===== src/rtl/csr_regfile.sv =====
// Machine-mode CSR file: combinational read port, general write port and trap update ports.
// Optional 64-bit mcycle/cycle counter is built only when CSR_MCYCLE_EN is defined.
module csr_regfile #(
  parameter int XLEN = 64
) (
  input  logic            clk,
  input  logic            rst,
  input  logic            we_i,
  input  logic [11:0]     waddr_i,
  input  logic [XLEN-1:0] wdata_i,
  input  logic            we_mtval_i,
  input  logic [XLEN-1:0] wdata_mtval_i,
  input  logic            we_mepc_i,
  input  logic [XLEN-1:0] wdata_mepc_i,
  input  logic            we_mcause_i,
  input  logic [XLEN-1:0] wdata_mcause_i,
  input  logic            exception_mie_req_i,
  input  logic [11:0]     raddr_i,
  output logic [XLEN-1:0] rdata_o
);

  localparam logic [11:0] A_MSTATUS  = 12'h300;
  localparam logic [11:0] A_MISA     = 12'h301;
  localparam logic [11:0] A_MIE      = 12'h304;
  localparam logic [11:0] A_MTVEC    = 12'h305;
  localparam logic [11:0] A_MSCRATCH = 12'h340;
  localparam logic [11:0] A_MEPC     = 12'h341;
  localparam logic [11:0] A_MCAUSE   = 12'h342;
  localparam logic [11:0] A_MTVAL    = 12'h343;

  localparam logic [1:0]      MXL        = (XLEN == 32) ? 2'd1 : 2'd2;
  localparam logic [XLEN-1:0] MEPC_MASK  = {{(XLEN-2){1'b1}}, 2'b00};
  localparam logic [XLEN-1:0] MTVEC_MASK = {{(XLEN-2){1'b1}}, 2'b01};

  logic            st_mie, st_mpie;
  logic [2:0]      mie_q;
  logic [XLEN-1:0] mtvec_q, mscratch_q, mepc_q, mcause_q, mtval_q;

  logic [XLEN-1:0] misa_val, mstatus_val, mie_val;

  // misa: MXL in the top two bits, I (bit 8) and M (bit 12) extensions
  assign misa_val = {MXL, {(XLEN-15){1'b0}}, 1'b1, 3'b000, 1'b1, 8'h00};

  always_comb begin
    mstatus_val        = '0;
    mstatus_val[12:11] = 2'b11;
    mstatus_val[7]     = st_mpie;
    mstatus_val[3]     = st_mie;
    mie_val            = '0;
    mie_val[11]        = mie_q[2];
    mie_val[7]         = mie_q[1];
    mie_val[3]         = mie_q[0];
  end

  always_ff @(posedge clk or negedge rst) begin
    if (!rst) begin
      st_mie     <= 1'b0;
      st_mpie    <= 1'b0;
      mie_q      <= '0;
      mtvec_q    <= '0;
      mscratch_q <= '0;
      mepc_q     <= '0;
      mcause_q   <= '0;
      mtval_q    <= '0;
    end else begin
      // trap entry has priority over software writes of mstatus
      if (exception_mie_req_i) begin
        st_mpie <= st_mie;
        st_mie  <= 1'b0;
      end else if (we_i && waddr_i == A_MSTATUS) begin
        st_mie  <= wdata_i[3];
        st_mpie <= wdata_i[7];
      end

      if (we_i && waddr_i == A_MIE)
        mie_q <= {wdata_i[11], wdata_i[7], wdata_i[3]};
      if (we_i && waddr_i == A_MTVEC)
        mtvec_q <= wdata_i & MTVEC_MASK;
      if (we_i && waddr_i == A_MSCRATCH)
        mscratch_q <= wdata_i;

      if (we_mepc_i)
        mepc_q <= wdata_mepc_i & MEPC_MASK;
      else if (we_i && waddr_i == A_MEPC)
        mepc_q <= wdata_i & MEPC_MASK;

      if (we_mcause_i)
        mcause_q <= wdata_mcause_i;
      else if (we_i && waddr_i == A_MCAUSE)
        mcause_q <= wdata_i;

      if (we_mtval_i)
        mtval_q <= wdata_mtval_i;
      else if (we_i && waddr_i == A_MTVAL)
        mtval_q <= wdata_i;
    end
  end

`ifdef CSR_MCYCLE_EN
  logic [63:0]     mcycle_q, mcycle_nxt;
  logic [XLEN-1:0] cyc_rdata;

  generate
    if (XLEN == 32) begin : g_cyc32
      always_comb begin
        mcycle_nxt = mcycle_q + 64'd1;
        if (we_i && waddr_i == 12'hB00)
          mcycle_nxt = {mcycle_q[63:32], wdata_i};
        else if (we_i && waddr_i == 12'hB80)
          mcycle_nxt = {wdata_i, mcycle_q[31:0]};
      end
      always_comb begin
        cyc_rdata = '0;
        case (raddr_i)
          12'hB00, 12'hC00: cyc_rdata = mcycle_q[31:0];
          12'hB80, 12'hC80: cyc_rdata = mcycle_q[63:32];
          default:          cyc_rdata = '0;
        endcase
      end
    end else begin : g_cyc64
      always_comb begin
        mcycle_nxt = mcycle_q + 64'd1;
        if (we_i && waddr_i == 12'hB00)
          mcycle_nxt = wdata_i;
      end
      always_comb begin
        cyc_rdata = '0;
        case (raddr_i)
          12'hB00, 12'hC00: cyc_rdata = mcycle_q;
          default:          cyc_rdata = '0;
        endcase
      end
    end
  endgenerate

  always_ff @(posedge clk or negedge rst) begin
    if (!rst) mcycle_q <= '0;
    else      mcycle_q <= mcycle_nxt;
  end
`endif

  always_comb begin
    rdata_o = '0;
    case (raddr_i)
      A_MSTATUS:  rdata_o = mstatus_val;
      A_MISA:     rdata_o = misa_val;
      A_MIE:      rdata_o = mie_val;
      A_MTVEC:    rdata_o = mtvec_q;
      A_MSCRATCH: rdata_o = mscratch_q;
      A_MEPC:     rdata_o = mepc_q;
      A_MCAUSE:   rdata_o = mcause_q;
      A_MTVAL:    rdata_o = mtval_q;
      default: begin
`ifdef CSR_MCYCLE_EN
        rdata_o = cyc_rdata;
`else
        rdata_o = '0;
`endif
      end
    endcase
  end

endmodule


===== config.mk =====
export PLATFORM = sky130hd
export DESIGN_NAME = csr_regfile
export DESIGN_NICKNAME = d
export VERILOG_FILES = /design/src/rtl/csr_regfile.sv
export SDC_FILE = /design/constraint.sdc
export NUM_CORES = 1
export LEC_CHECK = 0
export BUFFER_PORTS_ARGS = -buffer_cell sky130_fd_sc_hd__clkbuf_2
export CAP_MARGIN = 40
export CORE_MARGIN = 2
export CORE_UTILIZATION = 40
export DETAILED_ROUTE_END_ITERATION = 10
export PLACE_DENSITY = 0.71
export SLEW_MARGIN = 0
export SYNTH_ARGS = -nofsm -noshare
export SYNTH_HDL_FRONTEND = slang
export SYNTH_SLANG_ARGS = --single-unit

===== constraint.sdc =====
create_clock -name clk -period 4.1 [get_ports clk]
set_input_delay 0.205 -clock clk [delete_from_list [all_inputs] [get_ports clk]]
set_output_delay 0.205 -clock clk [all_outputs]
set_load 0.02 [all_outputs]

==> results.json <==
{
  "finalNonFillerCells": 2493,
  "dpl_cell_area_mm2": 0.01800,
  "ant_nets": 0,
  "fin_area_mm2": 0.02254,
  "crit_path_end_kind": "primary output",
  "top_layer": "met5",
  "holdCritStartpoint": "wdata_mtval_i[3]",
  "root_buffer": "clkbuf_16",
  "synth_nets": 1613,
  "ys_seq_area_share_pct": 51.22,
  "grt_use_total_pct": 28.95,
  "dieArea_mm2": 0.04093,
  "powerDensity_mw_per_mm2": 351.6,
  "hold_class": "input port to register",
  "grt.overflow.total": 0,
  "grt_pass1_vias": 16620,
  "power_frac_seq_pct": 43.6,
  "clock_power_share_pct": 43.2,
  "setup_violations": 0,
  "synth_cell_type_count": 47,
  "num_rows": 72,
  "place_congestion": 0.8308,
  "wl_mm": 59.48,
  "remaining_drc_errors": 0,
  "final_cell_mix": "344 x clkbuf_2, 328 x dlygate4sd3_1, 322 x dfrtp_1, 125 x and2_1, 125 x a221o_1",
  "area_delta_synth_final_pct": 43.28,
  "postLayoutCoreUtil_pct": 58.18,
  "crit_required_ns": 3.89,
  "grt_antenna_before_repair": 3,
  "r2r-start": "mcause_q[56]$_DFFE_PN0P_",
  "drt-initial-drc-count": 1650,
  "p_sw_share_pct": 24.57,
  "period_needed_ns": 2.743,
  "dieWidth_um": 202.3,
  "grt_max_degree": 122,
  "cts.path.max_buffers": 3,
  "cts_tree": "yes",
  "io_buffers": 348,
  "r2r_slack_ns": 2.55,
  "insertion_delay_ns": 0.54,
  "p_int_mw": 5.977,
  "hold_violations": 0,
  "setup_tns_ns": 0,
  "synth_cells": 1326,
  "viasPerCell": 6.053,
  "comb_power_share_pct": 13.3,
  "rsz0062_at_grt": "no",
  "p_switching_mw": 1.947,
  "finClkSkew_ns": 0.00002848,
  "initial_utilization_pct": 40.61,
  "drv_cap": 0,
  "drt-wirelength-per-cell_um": 23.86,
  "drive_gt1_share_pct": 27.93,
  "outcome": "completed",
  "drt_pre_antenna_iters": 10,
  "mappedNetlistArea_mm2": 0.01573,
  "path_max_fanout": 33,
  "wl_met3_mm": 5.048,
  "period_share_pct": 66.90,
  "synth-seq-cells": 322,
  "peakVddDrop_uv": 331.1,
  "worstPathCellList": "buf_4 > nor2b_1 > and2_2 > buf_12 > a22oi_1 > o211ai_1 > clkbuf_2",
  "layout.nets": 2234,
  "hold_depth": 3,
  "p_leak_nw": 10.63,
  "max_freq_ghz": 0.3646,
  "final_max_slew_viol_count": 0,
  "clkSinkCount": 322,
  "cts_setup_buffers": 0,
  "dp_cells": 2099,
  "cts.htree.levels": 2,
  "met1Wirelength_mm": 22.84,
  "rr_endpoint": "mcause_q[56]$_DFFE_PN0P_",
  "grt_pass1_wl_mm": 92.47,
  "slowest_delay_ns": 0.65,
  "dp_hpwl_mm": 31.84,
  "slew_headroom_pct": 34.64,
  "synthArstFlopShare_pct": 100.0,
  "chipHeight_um": 202.3,
  "startpoint_type": "input port",
  "via_count": 15090,
  "synth_edf_count": 0,
  "route.met2.wl_mm": 29.18,
  "cts.clk_slew.worst_paths_ns": 0.05,
  "crit_type": "input port to primary output",
  "reg2regPathDepth": 3,
  "coreArea_mm2": 0.03874,
  "cp.arrival_ns": 2.54,
  "slowest_stage": "and2_2",
  "cts_resized": 0,
  "final_common_cell": "clkbuf_2",
  "worst_slew_pin_slew_ns": 0.9805,
  "holdPathEnd": "mtval_q[3]$_DFFE_PN0P_",
  "ys.flop_type": "dfrtp_1",
  "ys_warn_count": 0,
  "syn_avg_cell_area_um2": 11.86,
  "io_pins": 351,
  "cts_buffers": 36
}
## worst max-delay path by stage
stage / start / slack (ns) / endpoint / cells after the start
final: raddr_i[1] / 1.36 / rdata_o[38] / 7
after global routing: raddr_i[1] / 1.28 / rdata_o[5] / 7
after CTS: raddr_i[1] / 1.38 / rdata_o[18] / 7
after detailed placement: raddr_i[1] / 1.37 / rdata_o[18] / 7
after global placement: raddr_i[1] / 1.42 / rdata_o[18] / 7
after floorplan: raddr_i[2] / 2.09 / rdata_o[15] / 7
## registers in the layout, indices dropped and copies added, names as in the netlist
name,count
mie_q,3
st_mie,1
st_mpie,1
mscratch_q,64
mepc_q,62
mcause_q,64
mtvec_q,63
mtval_q,64
## metrics by stage
stage | total power, mW | setup WS (ns) | hold WS (ns)
after floorplan | 3.825 | 2.086 | -0.09059
after global placement | 4.191 | 1.423 | 0.3596
after detailed placement | 4.213 | 1.374 | 0.3767
after CTS | 7.921 | 1.378 | 0.001528
after global routing | 8.198 | 1.281 | 0.03468
final | 7.924 | 1.357 | 0.03817
## cell usage after synthesis (all sizes together) (2+ instances only)
| library cell | number | area [um2] |
|---|---|---|
| dfrtp | 322 | 8058 |
| mux2 | 132 | 1486 |
| and2 | 128 | 800.8 |
| a221o | 125 | 1251 |
| clkbuf | 83 | 311.6 |
| inv | 70 | 262.8 |
| mux2i | 69 | 690.7 |
| a222oi | 64 | 640.6 |
| nand3 | 61 | 310.3 |
| a22oi | 57 | 427.9 |
| o211ai | 56 | 420.4 |
| or3 | 56 | 350.3 |
| buf | 45 | 244.0 |
| nor2 | 10 | 37.54 |
| nand4 | 5 | 37.53 |
| a21oi | 3 | 15.01 |
| and4 | 3 | 26.28 |
| nor2b | 3 | 18.77 |
| o221ai | 3 | 26.28 |
| a31oi | 2 | 12.51 |
| a41oi | 2 | 17.52 |
| and3b | 2 | 17.52 |
| and4bb | 2 | 25.02 |
| mux4 | 2 | 45.04 |
| nand2b | 2 | 12.51 |
| nor3 | 2 | 21.27 |
| nor4 | 2 | 33.78 |
| o22ai | 2 | 12.51 |
| o32ai | 2 | 17.52 |
## cell families after synthesis
group,after synthesis,synth area share (%)
flip-flops,322,51.22
AO/OA/AOI/OAI,320,18.25
AND/OR/NAND/NOR,283,11.19
multiplexers,203,14.13
buffers and inverters,198,5.202
## critical path, delay by kind of cell
kind / cells / cell delay (ns)
buffers and inverters: 3 / 0.99
AND/OR/NAND/NOR: 2 / 0.90
AO/OA/AOI/OAI: 2 / 0.39
## power groups by stage
stage | clock network (mW) | logic [mW] | registers, mW
2_1_floorplan | 0 | 0.352 | 3.47
3_3_place_gp | 0 | 0.698 | 3.49
3_5_place_dp | 0 | 0.712 | 3.50
4_1_cts | 3.47 | 1.01 | 3.45
5_1_grt | 3.61 | 1.12 | 3.47
6_report | 3.42 | 1.05 | 3.45
## area by class of cell
| class | instances | area [um2] |
|---|---|---|
| sequential | 322 | 8058 |
| inverter | 70 | 262.8 |
| fill | 3009 | 16200 |
| tap | 518 | 648.1 |
| clock inverter | 13 | 152.6 |
| clock buffer | 51 | 1099 |
| multi-input combinational | 806 | 6925 |
| antenna | 2 | 5.005 |
| timing repair buffer | 711 | 5388 |
## layer usage
metal	track usage [%]	up-vias
li1	-	6368
met1	35.35	7575
met2	49.01	942
met3	5.111	202
met4	15.09	2
met5	0	-
## timing repair
action | CTS | global route
hold endpoints to repair | 438 | 0
endpoints found under the setup margin | 0 | 0
hold buffers | 328 | 0
Note: power is estimated with default switching activity, not from simulation.
